===== config.mk =====
export PLATFORM = sky130hd
export DESIGN_NAME = fact_engine_flat
export DESIGN_NICKNAME = d
export VERILOG_FILES = /design/src/rtl/fact_pkg.sv /design/src/rtl/fact_engine_if.sv /design/src/rtl/fact_mult.sv /design/src/rtl/fact_engine.sv /design/src/flat_wrapper.sv
export SDC_FILE = /design/constraint.sdc
export NUM_CORES = 1
export LEC_CHECK = 0
export ABC_AREA = 1
export CELL_PAD_IN_SITES_DETAIL_PLACEMENT = 1
export CELL_PAD_IN_SITES_GLOBAL_PLACEMENT = 2
export CORE_MARGIN = 3
export CORE_UTILIZATION = 32
export CTS_CLUSTER_SIZE = 24
export DETAILED_ROUTE_END_ITERATION = 8
export HOLD_SLACK_MARGIN = 0.05
export PLACE_DENSITY = 0.85
export SLEW_MARGIN = 0
export SYNTH_ARGS = -nofsm -noshare
export SYNTH_HDL_FRONTEND = slang
export SYNTH_SLANG_ARGS = --single-unit

===== constraint.sdc =====
create_clock -name clk -period 2.5 [get_ports clk]
set_clock_uncertainty 0.2 [all_clocks]
set_input_delay 0.375 -clock clk [delete_from_list [all_inputs] [get_ports clk]]
set_output_delay 0.375 -clock clk [all_outputs]
set_load 0.1 [all_outputs]

===== src/rtl/fact_pkg.sv =====
// ---------------------------------------------------------------------------
// fact_pkg
// Shared types and constants for the iterative factorial engine.
//   fact_state_t : control FSM states, encoding is also exported on state_dbg
//   MUL_REPADD   : multiplier computes a*b by adding a to itself b times
//   MUL_SHIFTADD : multiplier walks b one bit per cycle, LSB first
// ---------------------------------------------------------------------------
package fact_pkg;

   typedef enum logic [2:0] {
      IDLE  = 3'd0,
      CHECK = 3'd1,
      MUL   = 3'd2,
      DONE  = 3'd3
   } fact_state_t;

   localparam int MUL_REPADD   = 0;
   localparam int MUL_SHIFTADD = 1;

endpackage


===== src/rtl/fact_engine_if.sv =====
// ---------------------------------------------------------------------------
// fact_engine_if
// Request/result bundle between the button/control side and the factorial
// engine.
//   start     : request a run (already synchronised upstream)
//   abort     : cancel a run in progress
//   n         : operand, sampled together with start
//   result    : n!, or all-ones when the result does not fit
//   ovf       : result overflowed
//   busy      : engine is not idle
//   done      : single-cycle completion pulse
//   state_dbg : current FSM state encoding
// master : drives the request side (control logic / testbench)
// slave  : the engine itself
// ---------------------------------------------------------------------------
interface fact_engine_if #(
   parameter int N_W = 4,
   parameter int R_W = 16
);

   logic           start;
   logic           abort;
   logic [N_W-1:0] n;
   logic [R_W-1:0] result;
   logic           ovf;
   logic           busy;
   logic           done;
   logic [2:0]     state_dbg;

   modport master (
      output start, abort, n,
      input  result, ovf, busy, done, state_dbg
   );

   modport slave (
      input  start, abort, n,
      output result, ovf, busy, done, state_dbg
   );

endinterface


===== src/rtl/fact_mult.sv =====
// ---------------------------------------------------------------------------
// fact_mult
// Multi-cycle unsigned multiplier used by the factorial engine, p = a * b.
// The accumulator is R_W+N_W bits wide so the full product always fits;
// any set bit above the low R_W bits is reported as mul_ovf.
//   clk, rst  : clock and asynchronous active-high reset
//   clr       : synchronous clear back to idle (used on abort)
//   mul_start : one-cycle pulse that samples a and b
//   a         : multiplicand (running factorial)
//   b         : multiplier (current k)
//   mul_p     : low R_W bits of the product
//   mul_ovf   : product does not fit in R_W bits
//   mul_done  : one-cycle pulse when mul_p / mul_ovf are final
// MUL_MODE selects the algorithm:
//   shift-add    : mul_done N_W cycles after mul_start
//   repeated add : mul_done b cycles after mul_start
// ---------------------------------------------------------------------------
module fact_mult
   import fact_pkg::*;
#(
   parameter int N_W      = 4,
   parameter int R_W      = 16,
   parameter int MUL_MODE = MUL_SHIFTADD
) (
   input  logic           clk,
   input  logic           rst,
   input  logic           clr,
   input  logic           mul_start,
   input  logic [R_W-1:0] a,
   input  logic [N_W-1:0] b,
   output logic [R_W-1:0] mul_p,
   output logic           mul_ovf,
   output logic           mul_done
);

   localparam int ACC_W = R_W + N_W;
   localparam int unsigned ONE_I = 1;
   localparam int unsigned STEPS_I = N_W - 1;
   localparam logic [N_W-1:0] CNT_ONE = ONE_I[N_W-1:0];

   logic [ACC_W-1:0] acc;
   logic [ACC_W-1:0] mcand;
   logic [N_W-1:0]   cnt;
   logic             mulDoneReg;

   // Product and overflow are taken straight from the accumulator; they are
   // only meaningful while mul_done is high.
   assign mul_p    = acc[R_W-1:0];
   assign mul_ovf  = |acc[ACC_W-1:R_W];
   assign mul_done = mulDoneReg;

   generate
      if (MUL_MODE == MUL_SHIFTADD) begin : gShiftAdd
         logic [N_W-1:0] mplier;

         // Shift-add: bit 0 of b is consumed in the same edge that accepts
         // the request, the remaining N_W-1 bits follow one per cycle while
         // the multiplicand shifts left. cnt counts the bits still to go.
         always_ff @(posedge clk or posedge rst) begin
            if (rst) begin
               acc        <= '0;
               mcand      <= '0;
               mplier     <= '0;
               cnt        <= '0;
               mulDoneReg <= 1'b0;
            end else if (clr) begin
               acc        <= '0;
               mcand      <= '0;
               mplier     <= '0;
               cnt        <= '0;
               mulDoneReg <= 1'b0;
            end else begin
               mulDoneReg <= 1'b0;
               if (mul_start) begin
                  acc        <= b[0] ? {{N_W{1'b0}}, a} : '0;
                  mcand      <= {{N_W{1'b0}}, a} << 1;
                  mplier     <= b >> 1;
                  cnt        <= STEPS_I[N_W-1:0];
                  mulDoneReg <= (N_W == 1);
               end else if (cnt != '0) begin
                  if (mplier[0]) begin
                     acc <= acc + mcand;
                  end
                  mcand  <= mcand << 1;
                  mplier <= mplier >> 1;
                  cnt    <= cnt - 1'b1;
                  if (cnt == CNT_ONE) begin
                     mulDoneReg <= 1'b1;
                  end
               end
            end
         end
      end else begin : gRepAdd

         // Repeated addition: the first add happens on the accepting edge,
         // the remaining b-1 adds follow one per cycle. A zero multiplier
         // simply reports a zero product on the next cycle.
         always_ff @(posedge clk or posedge rst) begin
            if (rst) begin
               acc        <= '0;
               mcand      <= '0;
               cnt        <= '0;
               mulDoneReg <= 1'b0;
            end else if (clr) begin
               acc        <= '0;
               mcand      <= '0;
               cnt        <= '0;
               mulDoneReg <= 1'b0;
            end else begin
               mulDoneReg <= 1'b0;
               if (mul_start) begin
                  mcand <= {{N_W{1'b0}}, a};
                  if (b == '0) begin
                     acc        <= '0;
                     cnt        <= '0;
                     mulDoneReg <= 1'b1;
                  end else begin
                     acc        <= {{N_W{1'b0}}, a};
                     cnt        <= b - 1'b1;
                     mulDoneReg <= (b == CNT_ONE);
                  end
               end else if (cnt != '0) begin
                  acc <= acc + mcand;
                  cnt <= cnt - 1'b1;
                  if (cnt == CNT_ONE) begin
                     mulDoneReg <= 1'b1;
                  end
               end
            end
         end
      end
   endgenerate

endmodule


===== src/rtl/fact_engine.sv =====
// ---------------------------------------------------------------------------
// fact_engine
// Iterative factorial unit: result = n!, computed as n*(n-1)*...*2 with a
// down-counter k and a multi-cycle multiplier. Saturates to all-ones and
// raises ovf as soon as a partial product no longer fits in R_W bits.
//   clk, rst : clock and asynchronous active-high reset
//   bus      : fact_engine_if slave (start/abort/n in; result/ovf/busy/
//              done/state_dbg out)
// All outputs come from registers, so nothing on the request side reaches
// the outputs combinationally.
// ---------------------------------------------------------------------------
module fact_engine
   import fact_pkg::*;
#(
   parameter int N_W      = 4,
   parameter int R_W      = 16,
   parameter int MUL_MODE = MUL_SHIFTADD
) (
   input logic         clk,
   input logic         rst,
   fact_engine_if.slave bus
);

   localparam int unsigned ONE_I = 1;
   localparam logic [N_W-1:0] K_ONE   = ONE_I[N_W-1:0];
   localparam logic [R_W-1:0] RES_ONE = {{(R_W-1){1'b0}}, 1'b1};

   fact_state_t    state;
   logic [N_W-1:0] k;
   logic [R_W-1:0] resultReg;
   logic           ovfReg;
   logic           busyReg;
   logic           doneReg;

   logic           mulStart;
   logic           mulClr;
   logic [R_W-1:0] mulP;
   logic           mulOvf;
   logic           mulDone;

   // The multiplier is kicked from CHECK while there is still a factor
   // above 1 to apply, and flushed whenever a run is aborted so a stale
   // mul_done cannot leak into the next run.
   assign mulStart = (state == CHECK) && !bus.abort && (k > K_ONE);
   assign mulClr   = bus.abort && (state != IDLE);

   fact_mult #(
      .N_W      (N_W),
      .R_W      (R_W),
      .MUL_MODE (MUL_MODE)
   ) uMult (
      .clk       (clk),
      .rst       (rst),
      .clr       (mulClr),
      .mul_start (mulStart),
      .a         (resultReg),
      .b         (k),
      .mul_p     (mulP),
      .mul_ovf   (mulOvf),
      .mul_done  (mulDone)
   );

   // Control FSM with registered busy/done. done is raised on the edge that
   // enters DONE, so it is high for exactly the DONE cycle. Abort beats
   // every other transition outside IDLE; in DONE the pulse already on the
   // output is left alone, only the following state and result change.
   always_ff @(posedge clk or posedge rst) begin
      if (rst) begin
         state     <= IDLE;
         k         <= '0;
         resultReg <= '0;
         ovfReg    <= 1'b0;
         busyReg   <= 1'b0;
         doneReg   <= 1'b0;
      end else begin
         doneReg <= 1'b0;
         if ((state != IDLE) && bus.abort) begin
            state     <= IDLE;
            resultReg <= '0;
            ovfReg    <= 1'b0;
            busyReg   <= 1'b0;
         end else begin
            case (state)
               IDLE: begin
                  if (bus.start && !bus.abort) begin
                     state     <= CHECK;
                     k         <= bus.n;
                     resultReg <= RES_ONE;
                     ovfReg    <= 1'b0;
                     busyReg   <= 1'b1;
                  end
               end
               CHECK: begin
                  if (k <= K_ONE) begin
                     state   <= DONE;
                     doneReg <= 1'b1;
                  end else begin
                     state <= MUL;
                  end
               end
               MUL: begin
                  if (mulDone) begin
                     if (mulOvf) begin
                        resultReg <= '1;
                        ovfReg    <= 1'b1;
                        state     <= DONE;
                        doneReg   <= 1'b1;
                     end else begin
                        resultReg <= mulP;
                        k         <= k - 1'b1;
                        state     <= CHECK;
                     end
                  end
               end
               DONE: begin
                  state   <= IDLE;
                  busyReg <= 1'b0;
               end
               default: begin
                  state   <= IDLE;
                  busyReg <= 1'b0;
               end
            endcase
         end
      end
   end

   // Drive the bus straight from the registers.
   assign bus.result    = resultReg;
   assign bus.ovf       = ovfReg;
   assign bus.busy      = busyReg;
   assign bus.done      = doneReg;
   assign bus.state_dbg = state;

endmodule

===== src/flat_wrapper.sv =====
// flat-port wrapper written by rule: the top's interface ports become plain ports
module fact_engine_flat import fact_pkg::*;
#(
   parameter int N_W      = 4,
   parameter int R_W      = 16,
   parameter int MUL_MODE = MUL_SHIFTADD
)
  (clk, rst, bus_start, bus_abort, bus_n, bus_result, bus_ovf, bus_busy, bus_done, bus_state_dbg);
  fact_engine_if #(.N_W(N_W), .R_W(R_W)) bus_i ();
  input logic clk;
  input logic rst;
  input wire logic [$bits(bus_i.start)-1:0] bus_start;
  input wire logic [$bits(bus_i.abort)-1:0] bus_abort;
  input wire logic [$bits(bus_i.n)-1:0] bus_n;
  output wire logic [$bits(bus_i.result)-1:0] bus_result;
  output wire logic [$bits(bus_i.ovf)-1:0] bus_ovf;
  output wire logic [$bits(bus_i.busy)-1:0] bus_busy;
  output wire logic [$bits(bus_i.done)-1:0] bus_done;
  output wire logic [$bits(bus_i.state_dbg)-1:0] bus_state_dbg;
  assign bus_i.start = bus_start;
  assign bus_i.abort = bus_abort;
  assign bus_i.n = bus_n;
  assign bus_result = bus_i.result;
  assign bus_ovf = bus_i.ovf;
  assign bus_busy = bus_i.busy;
  assign bus_done = bus_i.done;
  assign bus_state_dbg = bus_i.state_dbg;
  fact_engine #(.N_W(N_W), .R_W(R_W), .MUL_MODE(MUL_MODE)) u_core (.clk(clk), .rst(rst), .bus(bus_i));
endmodule

==> metrics.txt, run 1 <==
run status complete, no violations; Worst Setup End Kind register; H-Tree Depth 3; worst hold path class in -> async; Hold-fix buffers, CTS 0; FP Rows 43; HPWL after DPL 10780 um; pins over their slew limit 0; root buffer cell clkbuf_16; hold slack around 0.17 ns; ANT cells 0; grt ovf 0; Seq cells post-synth 72; fin nets between 600 and 700; Synth top area share around two fifths; Syn Nets 646; Synth area leaders dfrtp_1, nand2_1, ha_1; critical path's slowest cell fa_1; WP buf/inv 0; vias in the first global route around 4500; # port buffers 28; Clk Latency, worst-skew pair 0.33 ns; Placeable Area approximately 14000 um2; Gate Count Post-Synth slightly above 600; Clk pwr share between 20% and 30%; Yosys top cell by area dfrtp_1; Setup-failing EPs final 0; Avg WL per Cell about 17 um; total iterations of the first detailed-routing run 4; Mapped Area roughly 4700 um2; final WL 13910 um; Placed Area ~5000 um2; Max rail drop VDD 0.001264 V; Net Sw Frac between 40% and 50%; most used cell, CP nand2_1; Worst path max stage delay between 0.4 and 0.5 ns; FMAX roughly 440 MHz; NetSw between 2 and 3 mW; crit path max fanout 3; post_cts resized 0; DRC 0; CTS Buf Count 9; Via Count 4212; initial antenna violation count 0; Post-CTS Setup Inserts 0; Worst Setup Start Kind register; Ports 30; Antenna Nets Post-Route 0; initial drt markers about 180; endpoints failing hold 0; DIE AREA ~16000 um2; final core area utilization 38.29%; CTS tree done; Crit Path Class reg -> reg; Pint between 2 and 3 mW; clk buf depth 2; GRT Util Overall between 10% and 20%; Leak between 2 and 3 nW; layout cells sized above 1 13.82%; Setup TNS 0 ns; Synth Area per Inst roughly 7.6 um2; Power Total ~5.8 mW; critical path, cell by cell ha_2 > fa_1 > nand2_2 > nand2_1 > nand3_1 > nand2_2 > nand2_1 > nand3_1 > nand3_1 > nand2_1 > nand2_1 > nand2_1; Pwr Density around 1100 nW/um2; GP Congestion between 0.8 and 0.9; register area share after synthesis between 30% and 40%; Die Wd around 130 um; min Tclk post-route ~2.3 ns; Netlist cell types about 40; clock sink count 72; largest net degree at the start of global routing 32; Starting Density 33.18%; design area around 5400 um2; final period utilization between 90 and 100%; unrepaired setup endpoints after global routing false; crit path DAT 2.30 ns; Reg power frac between 20% and 30%; synthesis-to-finish area growth 15.39%; first-pass GRT wire length 23600 um; Synthesis Warnings 0; Comb pwr share roughly 50%; kind of cell adding the most delay to the critical path simple AND/OR/NAND/NOR gates; Reg clk slew, reported paths 0.06 ns; Max-cap violations 0; worst path required time 2.52 ns; Vias/cell just over 5; Die Ht between 100 and 150 um
## synthesized netlist by cell type
| cell type | count |
|---|---|
| o21ai_0 | 33 |
| o211ai_1 | 2 |
| buf_6 | 6 |
| or2_2 | 3 |
| conb_1 | 1 |
| nand2_1 | 177 |
| buf_2 | 3 |
| nor2_4 | 4 |
| a32oi_1 | 1 |
| o21ai_2 | 15 |
| nor2_8 | 1 |
| clkbuf_1 | 4 |
| nor2_1 | 40 |
| o21a_1 | 1 |
| xnor2_1 | 7 |
| inv_6 | 1 |
| a21oi_4 | 2 |
| a21o_1 | 2 |
| o31ai_1 | 2 |
| a31oi_1 | 3 |
| nand3_1 | 39 |
| o22ai_1 | 6 |
| o311ai_0 | 1 |
| inv_2 | 5 |
| fa_1 | 1 |
| xor2_1 | 2 |
| nor3_1 | 4 |
| nand4_1 | 4 |
| dfrtp_1 | 72 |
| a22oi_1 | 2 |
| a21oi_1 | 20 |
| ha_1 | 27 |
| inv_1 | 81 |
| buf_4 | 4 |
| o221ai_1 | 14 |
| nand2_4 | 1 |
| nand3_2 | 1 |
| o21ai_1 | 10 |
| nand2_2 | 4 |
| o21bai_1 | 1 |
| nand3b_1 | 3 |
## per-layer routing
metal / GRT usage (%) / part of all wire (%) / vias up / wire, um
met1: 25.26 / 49 / 2093 / 6756
met5: 0 / 0 / - / 0
li1: - / - / 2059 / -
met2: 30.11 / 48 / 50 / 6672
met3: 2.821 / 2.6 / 10 / 357
met4: 4.227 / 0.88 / 0 / 122
## registers in the layout, summed over array words and instances (netlist names)
signal	flops
u_core.bus.ovf	1
u_core.k	4
u_core.bus.busy	1
u_core.bus.done	1
u_core.uMult.mul_done	1
u_core.uMult.acc	20
u_core.uMult.mcand	19
u_core.uMult.gShiftAdd.mplier	3
u_core.bus.result	16
u_core.bus.state_dbg	2
u_core.uMult.cnt	4
## per-stage QoR
stage	worst slack (ns)	std cells
after global placement	0.1333	815
after global routing	0.01895	831
after CTS	0.05019	831
after floorplan	-0.06067	610
final	0.2179	831
after detailed placement	0.05354	815
## kinds of logic after synthesis
group	after synthesis	share of synthesized area [%]
other	1	0.08048
flip-flops	72	38.67
AND/OR/NAND/NOR	281	25.91
AO/OA/AOI/OAI	115	16.11
buffers and inverters	104	9.855
adder cells (fa/ha/maj)	28	7.680
XOR/XNOR	9	1.692
## layout make-up
class,count,area [um2]
fillers,1729,8666
repair buffers,42,345.3
inverters,87,336.6
multi-input cells,434,2406
clock inverters,3,18.77
well taps,180,225.2
flip-flops and latches,72,1804
clock buffers,13,240.2
## worst reg2reg max path: stages (launching register included)
cell,delay (ns)
dfrtp_1,0.40
ha_2,0.22
fa_1,0.41
nand2_2,0.12
nand2_1,0.07
nand3_1,0.14
nand2_2,0.11
nand2_1,0.11
nand3_1,0.08
nand3_1,0.12
nand2_1,0.07
nand2_1,0.07
nand2_1,0.05
## final timing paths
| path | start | end | slack, ns | depth (start not counted) |
|---|---|---|---|---|
| setup / recovery | u_core.uMult.mcand[1]$_DFFE_PP0P_ | u_core.uMult.acc[15]$_DFFE_PP0P_ | 0.22 | 12 |
| hold / removal | rst | u_core.bus.result[1]$_DFFE_PP0P_ | 0.17 | 2 |
| setup reg to reg | u_core.uMult.mcand[1]$_DFFE_PP0P_ | u_core.uMult.acc[15]$_DFFE_PP0P_ | 0.22 | 12 |
| hold reg to reg | u_core.uMult.gShiftAdd.mplier[1]$_DFFE_PP0P_ | u_core.uMult.gShiftAdd.mplier[1]$_DFFE_PP0P_ | 0.31 | 2 |
| max in group asynchronous | rst | u_core.uMult.mcand[7]$_DFFE_PP0P_ | 1.29 | 3 |
| min in group clk | u_core.uMult.gShiftAdd.mplier[1]$_DFFE_PP0P_ | u_core.uMult.gShiftAdd.mplier[1]$_DFFE_PP0P_ | 0.31 | 2 |
## power groups by stage
stage                     sequential [mW]  clock [mW]  combinational, mW
after floorplan                      2.04           0               1.85
after global placement               1.68           0               2.86
after detailed placement             1.69           0               2.94
after CTS                            1.68        1.19               2.96
after global routing                 1.72        1.25               3.24
final                                1.68        1.16               2.95
## cell usage in the layout, fill, tap and decap left out, types with 2 or more instances in the layout
cell / instances
clkbuf_16: 9
a21oi_4: 2
o221ai_1: 14
nor2_1: 40
dfrtp_2: 2
nand3_1: 39
dfrtp_1: 70
nand2_2: 6
xor2_1: 2
clkinv_2: 2
o21ai_2: 15
ha_1: 26
nand3b_1: 3
a22oi_1: 2
o21ai_0: 33
inv_4: 2
nor2_4: 4
nor3_1: 4
or2_2: 3
buf_4: 34
o211ai_1: 2
o21ai_1: 10
clkdlybuf4s50_1: 7
nand4_1: 4
a21o_1: 2
a31oi_1: 3
clkbuf_1: 4
o22ai_1: 6
inv_2: 4
o31ai_1: 2
inv_1: 80
a21oi_1: 20
nand2_1: 175
xnor2_1: 7
Power figures use the tool's default switching activity.
==> inputs of run 2 (changes only) <==
--- a/config.mk
+++ b/config.mk
@@ -7,13 +7,13 @@
 export LEC_CHECK = 0
 export ABC_AREA = 1
 export CELL_PAD_IN_SITES_DETAIL_PLACEMENT = 1
-export CELL_PAD_IN_SITES_GLOBAL_PLACEMENT = 2
+export CELL_PAD_IN_SITES_GLOBAL_PLACEMENT = 1
 export CORE_MARGIN = 3
-export CORE_UTILIZATION = 32
+export CORE_UTILIZATION = 40
 export CTS_CLUSTER_SIZE = 24
 export DETAILED_ROUTE_END_ITERATION = 8
 export HOLD_SLACK_MARGIN = 0.05
-export PLACE_DENSITY = 0.85
+export PLACE_DENSITY = 0.84
 export SLEW_MARGIN = 0
 export SYNTH_ARGS = -nofsm -noshare
 export SYNTH_HDL_FRONTEND = slang
==> run 2 against run 1 <==
Compared with the run above: clock-buffer cell count fell by 3; critical path depth fell by 3; worst hold slack got worse by 0.041 ns; critical path type unchanged; sequential share of layout area rose by 0.15 points; largest power group unchanged.
==> metrics.txt, run 2 (same netlist as run 1, synthesis figures left out) <==
run status complete, no violations (unchanged); commonest non-fill, non-tap cell in the layout nand2_1 (unchanged); worst setup slack after layout 0.1652 ns (was 0.2179 ns); pins over their slew limit 0 (unchanged); Worst Setup Start Kind register (unchanged); most used cell, CP nand2_1 (unchanged); WP buf/inv 2 (was 0); worst r2r src u_core.k[0]$_DFFE_PP0P_ (was u_core.uMult.mcand[1]$_DFFE_PP0P_); Vias/cell 5.475 (was 5.069); Post-Layout Cell Count 788 (was 831); unrepaired setup endpoints after global routing false (unchanged); initial drt markers 169 (was 182); Setup TNS 0 ns (unchanged); Top reg by flops u_core.uMult.acc (unchanged); min Tclk post-route 2.335 ns (was 2.282 ns); worst hold path class in -> async (unchanged); design area 5353 um2 (was 5376 um2); Worst Setup End Kind register (unchanged); Via Count 4314 (was 4212); total iterations of the first detailed-routing run 5 (was 4); layout cells sized above 1 14.04% (was 13.82%); Die Ht 113.9 um (was 126.7 um); hold slack 0.1268 ns (was 0.1675 ns); grt ovf 0 (unchanged); Post-CTS Setup Inserts 0 (unchanged); # port buffers 28 (unchanged); Reg clk slew, reported paths 0.06 ns (about the same); Max-cap violations 0 (unchanged); kind of cell adding the most delay to the critical path simple AND/OR/NAND/NOR gates (unchanged); Antenna Nets Post-Route 0 (unchanged); R2R Setup Slk 0.17 ns (was 0.22 ns); root buffer cell clkbuf_16 (unchanged); crit path max fanout 18 (was 3); worst path required time 2.58 ns (was 2.52 ns); first-pass GRT wire length 23290 um (was 23600 um); R2R depth 9 (was 12); Power Total 5.921 mW (was 5.797 mW); crit path DAT 2.41 ns (was 2.30 ns); ANT cells 0 (unchanged); critical path, cell by cell inv_1 > ha_1 > o21ai_1 > nand3_2 > inv_2 > nand2_1 > o22ai_1 > nand2_1 > nand2_1 (was ha_2 > fa_1 > nand2_2 > nand2_1 > nand3_1 > nand2_2 > nand2_1 > nand3_1 > nand3_1 > nand2_1 > nand2_1 > nand2_1); Placeable Area 11130 um2 (was 14040 um2); H-Tree Depth 3 (unchanged); R2R Path End u_core.uMult.acc[4]$_DFFE_PP0P_ (was u_core.uMult.acc[15]$_DFFE_PP0P_); Leak 2.705 nW (was 2.695 nW); clock sink count 72 (unchanged); Starting Density 41.88% (was 33.18%); HPWL after DPL 10330 um (was 10780 um); fin nets 679 (was 682); GRT Util Overall 22.46% (was 18.24%); Cells after DPL 772 (was 815); FILL cells 1442 (was 1729); final WL 13780 um (was 13910 um); Avg WL per Cell 17.49 um (was 16.74 um); DIE AREA 12980 um2 (was 16050 um2); largest net degree at the start of global routing 32 (unchanged); Setup-failing EPs final 0 (unchanged); DRC 0 (unchanged); final period utilization 93.39% (was 91.29%); Ports 30 (unchanged); FP Rows 38 (was 43); clk buf depth 2 (unchanged); Die Wd 113.9 um (was 126.7 um); pre-CTS setup slack 0.07127 ns (was 0.05354 ns); initial antenna violation count 0 (unchanged); Placed Area 5032 um2 (was 5105 um2); vias in the first global route 4682 (was 4511); Crit Path Class reg -> reg (unchanged); Pwr Density 1106 nW/um2 (was 1078 nW/um2); endpoints failing hold 0 (unchanged); final core area utilization 48.11% (was 38.29%); Clk Latency, worst-skew pair 0.34 ns (was 0.33 ns); synthesis-to-finish area growth 14.88% (was 15.39%); GP Congestion 0.8664 (was 0.8227); Worst path max stage delay 0.46 ns (was 0.41 ns); max FFs per register 20 (unchanged); most frequent cells in the layout nand2_1, inv_1, dfrtp_1, nor2_1, nand3_1 (unchanged); CTS tree done (unchanged); critical path's slowest cell dfrtp_1 (was fa_1); Max rail drop VDD 0.0009133 V (was 0.001264 V); FMAX 428.3 MHz (was 438.2 MHz); CTS Buf Count 9 (unchanged)
-- run 2: repair_timing --
| item | in CTS | in global routing |
|---|---|---|
| gates resized for setup | 0 | 5 |
| setup endpoints to repair | 0 | 21 |
| hold buffers | 0 | 0 |
-- run 2: final cells by class --
type,instances,area (um2),share of cell area (%)
multi-input cells,434,2409,45.00
clock buffers,10,239.0,4.465
flip-flops and latches,72,1804,33.71
clock inverters,6,68.82,1.286
repair buffers,39,322.8,6.031
well taps,140,175.2,3.273
inverters,87,334.1,6.241
-- run 2: where the power goes --
part / internal, mW / total, mW / switching [mW] / leakage, nW
registers: 1.44 / 1.68 / 0.246 / 0.976
logic: 0.800 / 2.91 / 2.11 / 1.58
clock network: 0.803 / 1.32 / 0.522 / 0.149
total: 3.04 / 5.92 / 2.88 / 2.71
-- run 2: how the worst max path moves through the flow --
| stage | startpoint | end | slack [ns] | depth (start not counted) |
|---|---|---|---|---|
| finish | u_core.k[0]$_DFFE_PP0P_ | u_core.uMult.acc[4]$_DFFE_PP0P_ | 0.17 | 9 |
| global route | u_core.k[0]$_DFFE_PP0P_ | u_core.uMult.acc[5]$_DFFE_PP0P_ | 0.03 | 9 |
| CTS | u_core.bus.state_dbg[0]$_DFFE_PP0P_ | u_core.bus.result[10]$_DFFE_PP0P_ | 0.06 | 10 |
| detailed placement | u_core.bus.state_dbg[0]$_DFFE_PP0P_ | u_core.bus.result[5]$_DFFE_PP0P_ | 0.07 | 10 |
| global placement | bus_abort | u_core.bus.result[6]$_DFFE_PP0P_ | 0.15 | 10 |
| floorplan | rst | u_core.bus.state_dbg[0]$_DFFE_PP0P_ | -0.06 | 1 |
-- run 2: routing by layer --
layer  vias to the layer above  share of wire (%)  track usage (%)  routed length, um
li1                       2049                  -                -                  -
met4                         0                1.5            7.918                201
met3                        24                4.6            3.554                635
met2                        76                 50            38.21               6955
met5                         -                  0                0                  0
met1                      2165                 43            28.97               5990
==> RTL edit (flow settings as in run 2) <==
`R_W` is set to 16 in 4 places; all go to 20.
--- a/src/rtl/fact_engine_if.sv
+++ b/src/rtl/fact_engine_if.sv
@@ -15,7 +15,7 @@
 // ---------------------------------------------------------------------------
 interface fact_engine_if #(
    parameter int N_W = 4,
-   parameter int R_W = 16
+   parameter int R_W = 20
 );
 
    logic           start;
--- a/src/rtl/fact_mult.sv
+++ b/src/rtl/fact_mult.sv
@@ -19,7 +19,7 @@
    import fact_pkg::*;
 #(
    parameter int N_W      = 4,
-   parameter int R_W      = 16,
+   parameter int R_W      = 20,
    parameter int MUL_MODE = MUL_SHIFTADD
 ) (
    input  logic           clk,
--- a/src/rtl/fact_engine.sv
+++ b/src/rtl/fact_engine.sv
@@ -13,7 +13,7 @@
    import fact_pkg::*;
 #(
    parameter int N_W      = 4,
-   parameter int R_W      = 16,
+   parameter int R_W      = 20,
    parameter int MUL_MODE = MUL_SHIFTADD
 ) (
    input logic         clk,
--- a/src/flat_wrapper.sv
+++ b/src/flat_wrapper.sv
@@ -2,7 +2,7 @@
 module fact_engine_flat import fact_pkg::*;
 #(
    parameter int N_W      = 4,
-   parameter int R_W      = 16,
+   parameter int R_W      = 20,
    parameter int MUL_MODE = MUL_SHIFTADD
 )
   (clk, rst, bus_start, bus_abort, bus_n, bus_result, bus_ovf, bus_busy, bus_done, bus_state_dbg);
Interface: changed (resized bus_result); port bits go from 30 to 34. The function was not compared with the original's and may differ.
==> RTL edit against run 2 <==
  * Wire length increased by 24%
  * Worst setup slack better by 0.037 ns
  * Combinational power increased by 15%
  * Sequential cell count increased by 12
  * Synthesized area up 14%
  * Design area is 16% higher
  * Total power is 11% higher
  * Critical path type unchanged
  * Largest cell class unchanged
  * Largest power group unchanged
  * Highest routed layer unchanged
==> RTL edit: results (changes against run 2) <==
- The maximum vdd drop came to 0.850 mV (-6.9%).
- The first-pass GRT wire length came to 28,000 um (+20%).
- The fraction of post-synthesis cell area in the top cell type by area is 39.5% (+0.88 points).
- The via count of the first global-routing pass was 5,548 (+18%).
- The number of antenna violations at the first check in global routing is 0 (unchanged).
- The path class of the tightest hold or removal check is in -> async.
- The mean routed wirelength per cell is 18.2 um (+3.9%).
- The register with the most flip-flops is u_core.uMult.acc.
- The post-cts sizing count is 0 (unchanged).
- The count of fill cells added during filler insertion is 1,629 (+13%).
- The maximum number of pins on one net before global-route repair is 57 (+78%).
- The fraction of layout cells with a size suffix above 1 came to 12.7% (-1.4 points).
- The net total in the final layout is 801 (+18%).
- The number of clock buffers inserted by TritonCTS came to 9 (unchanged).
- The ratio of routed vias to standard cells is 5.46 (-0.30%).
- The delay contributed by the slowest stage of the critical path is 0.44 ns (-0.02 ns).
- The synthesized instance count is 720 (+18%).
- The final weighted congestion in routability-driven placement was 0.884 (+2.0%).
- The number of flip-flops under the largest register name is 24 (+20%).
- The synthesis warning total is 0 (unchanged).
- The maximum clock insertion buffer count came to 2 (unchanged).
- The leakage component of the power was 0.00311 uW (+15%).
- The largest fanout on the critical path is 31 (+13).
- The setup slack at placement came to 0.0320 ns (-0.0392 ns).
- The post-synthesis net count is 760 (+18%).
- The flow ran to the end, and the final reports show no timing, DRC or antenna violations.
- The deepest level of the CTS H-tree is 3 (unchanged).
- Ranked by total cell area, the synthesized netlist is headed by dfrtp_1 (40%), nand2_1 (16%), ha_1 (7.3%), inv_1 (4.9%), nand3_1 (3.9%).
- The number of distinct library cell variants in the gate-level netlist after synthesis is 43 (+4.9%).
- The port buffer count was 32 (+14%).
- The area growth from synthesis to layout is 16.7%.
- The number of non-filler instances in the completed layout is 938 (+19%).
- The final HPWL from detailed placement is 12,600 um (+22%).
- The instance count after placement with tap cells included is 920 (+19%).
- The post-synthesis sequential area ratio is 39.5% (+0.88 points).
- The number of iterations in the first detailed-routing pass was 5 (unchanged).
- The count of max-cap constraint violations was 0 (unchanged).
- The root buffer cell chosen for the clock tree is clkbuf_16.
- The highest-delay cell along the critical path is dfrtp_2.
- The post-CTS setup buffer count is 0 (unchanged).
- Clock latency on the worst-skew pair, taken at its later pin, is 0.35 ns.
- The dominant synthesized flop cell is dfrtp_1.
- The diode insertion count for antenna repair is 0 (unchanged).
- The overall routing resource usage came to 24.2% (+1.7 points).
- The critical path data arrival time came to 2.36 ns (-0.05 ns).
- The iteration-0 DRC count of the detailed router was 250 (+48%).
- Grouping stages by cell kind, the critical path spends the most delay in buffers and inverters.
- Sorting the synthesized cells by how often they occur yields nand2_1 (226), dfrtp_1 (84), inv_1 (69), nor2_1 (53), nand3_1 (41).
- The clock slew at the register clock pins of the worst setup and hold paths is 0.06 ns (about the same).
- The async set or reset register ratio after synthesis is 100% (unchanged).
- The standard cell area after detailed placement was 5870 um^2 (+17%).
[RTL edit: cell types whose count changed after synthesis, moves of 8 or more]
cell and delta:
inv_1 -12, inv_2 +8, nor2_1 +13, buf_2 +9
o21ai_1 +27, nand2_1 +49, dfrtp_1 +12, o21ai_2 -15
[RTL edit: path summary, 6_finish.rpt]
check	slack (ns)	from	to	cells past startpoint
max in group asynchronous	1.53	rst	u_core.bus.state_dbg[0]	3
min	0.24	rst	u_core.bus.result[4]	3
max reg2reg	0.20	u_core.bus.state_dbg[0]	u_core.bus.result[14]	11
min in group clk	0.31	u_core.bus.ovf	u_core.bus.ovf	2
min reg2reg	0.31	u_core.bus.ovf	u_core.bus.ovf	2
max	0.20	u_core.bus.state_dbg[0]	u_core.bus.result[14]	11
[RTL edit: kinds of logic (layout without fill, tap and decap cells)]
kind of cell             count (synthesis)  count (layout)  share of synthesized area [%]
AND/OR/NAND/NOR                        346             346                           26.9
AO/OA/AOI/OAI                          138             138                           15.7
buffers and inverters                  108             154                           8.24
flip-flops                              84              84                           39.5
adder cells (fa/ha/maj)                 32              32                           7.67
XOR/XNOR                                11              11                           1.81
other                                    1               1                         0.0706
[RTL edit: metal layers]
| metal | wire (um) | global-route usage [%] |
|---|---|---|
| met4 | 482 | 9.31 |
| met3 | 687 | 4.62 |
| met5 | 0 | 0 |
| met2 | 8450 | 41.7 |
| met1 | 7440 | 30.0 |
[RTL edit: cell type report]
class,instances,share of cell area [%]
Multi-Input combinational cell,528,45.1
Sequential cell,84,33.9
Timing Repair Buffer,54,7.83
Inverter,84,5.18
Clock buffer,13,4.20
Tap cell,172,3.47
Clock inverter,3,0.343
[RTL edit: power breakdown]
part | total [uW] | internal, uW | switching (uW)
logic | 3350 | 1010 | 2340
registers | 1940 | 1650 | 281
clock network | 1300 | 729 | 571
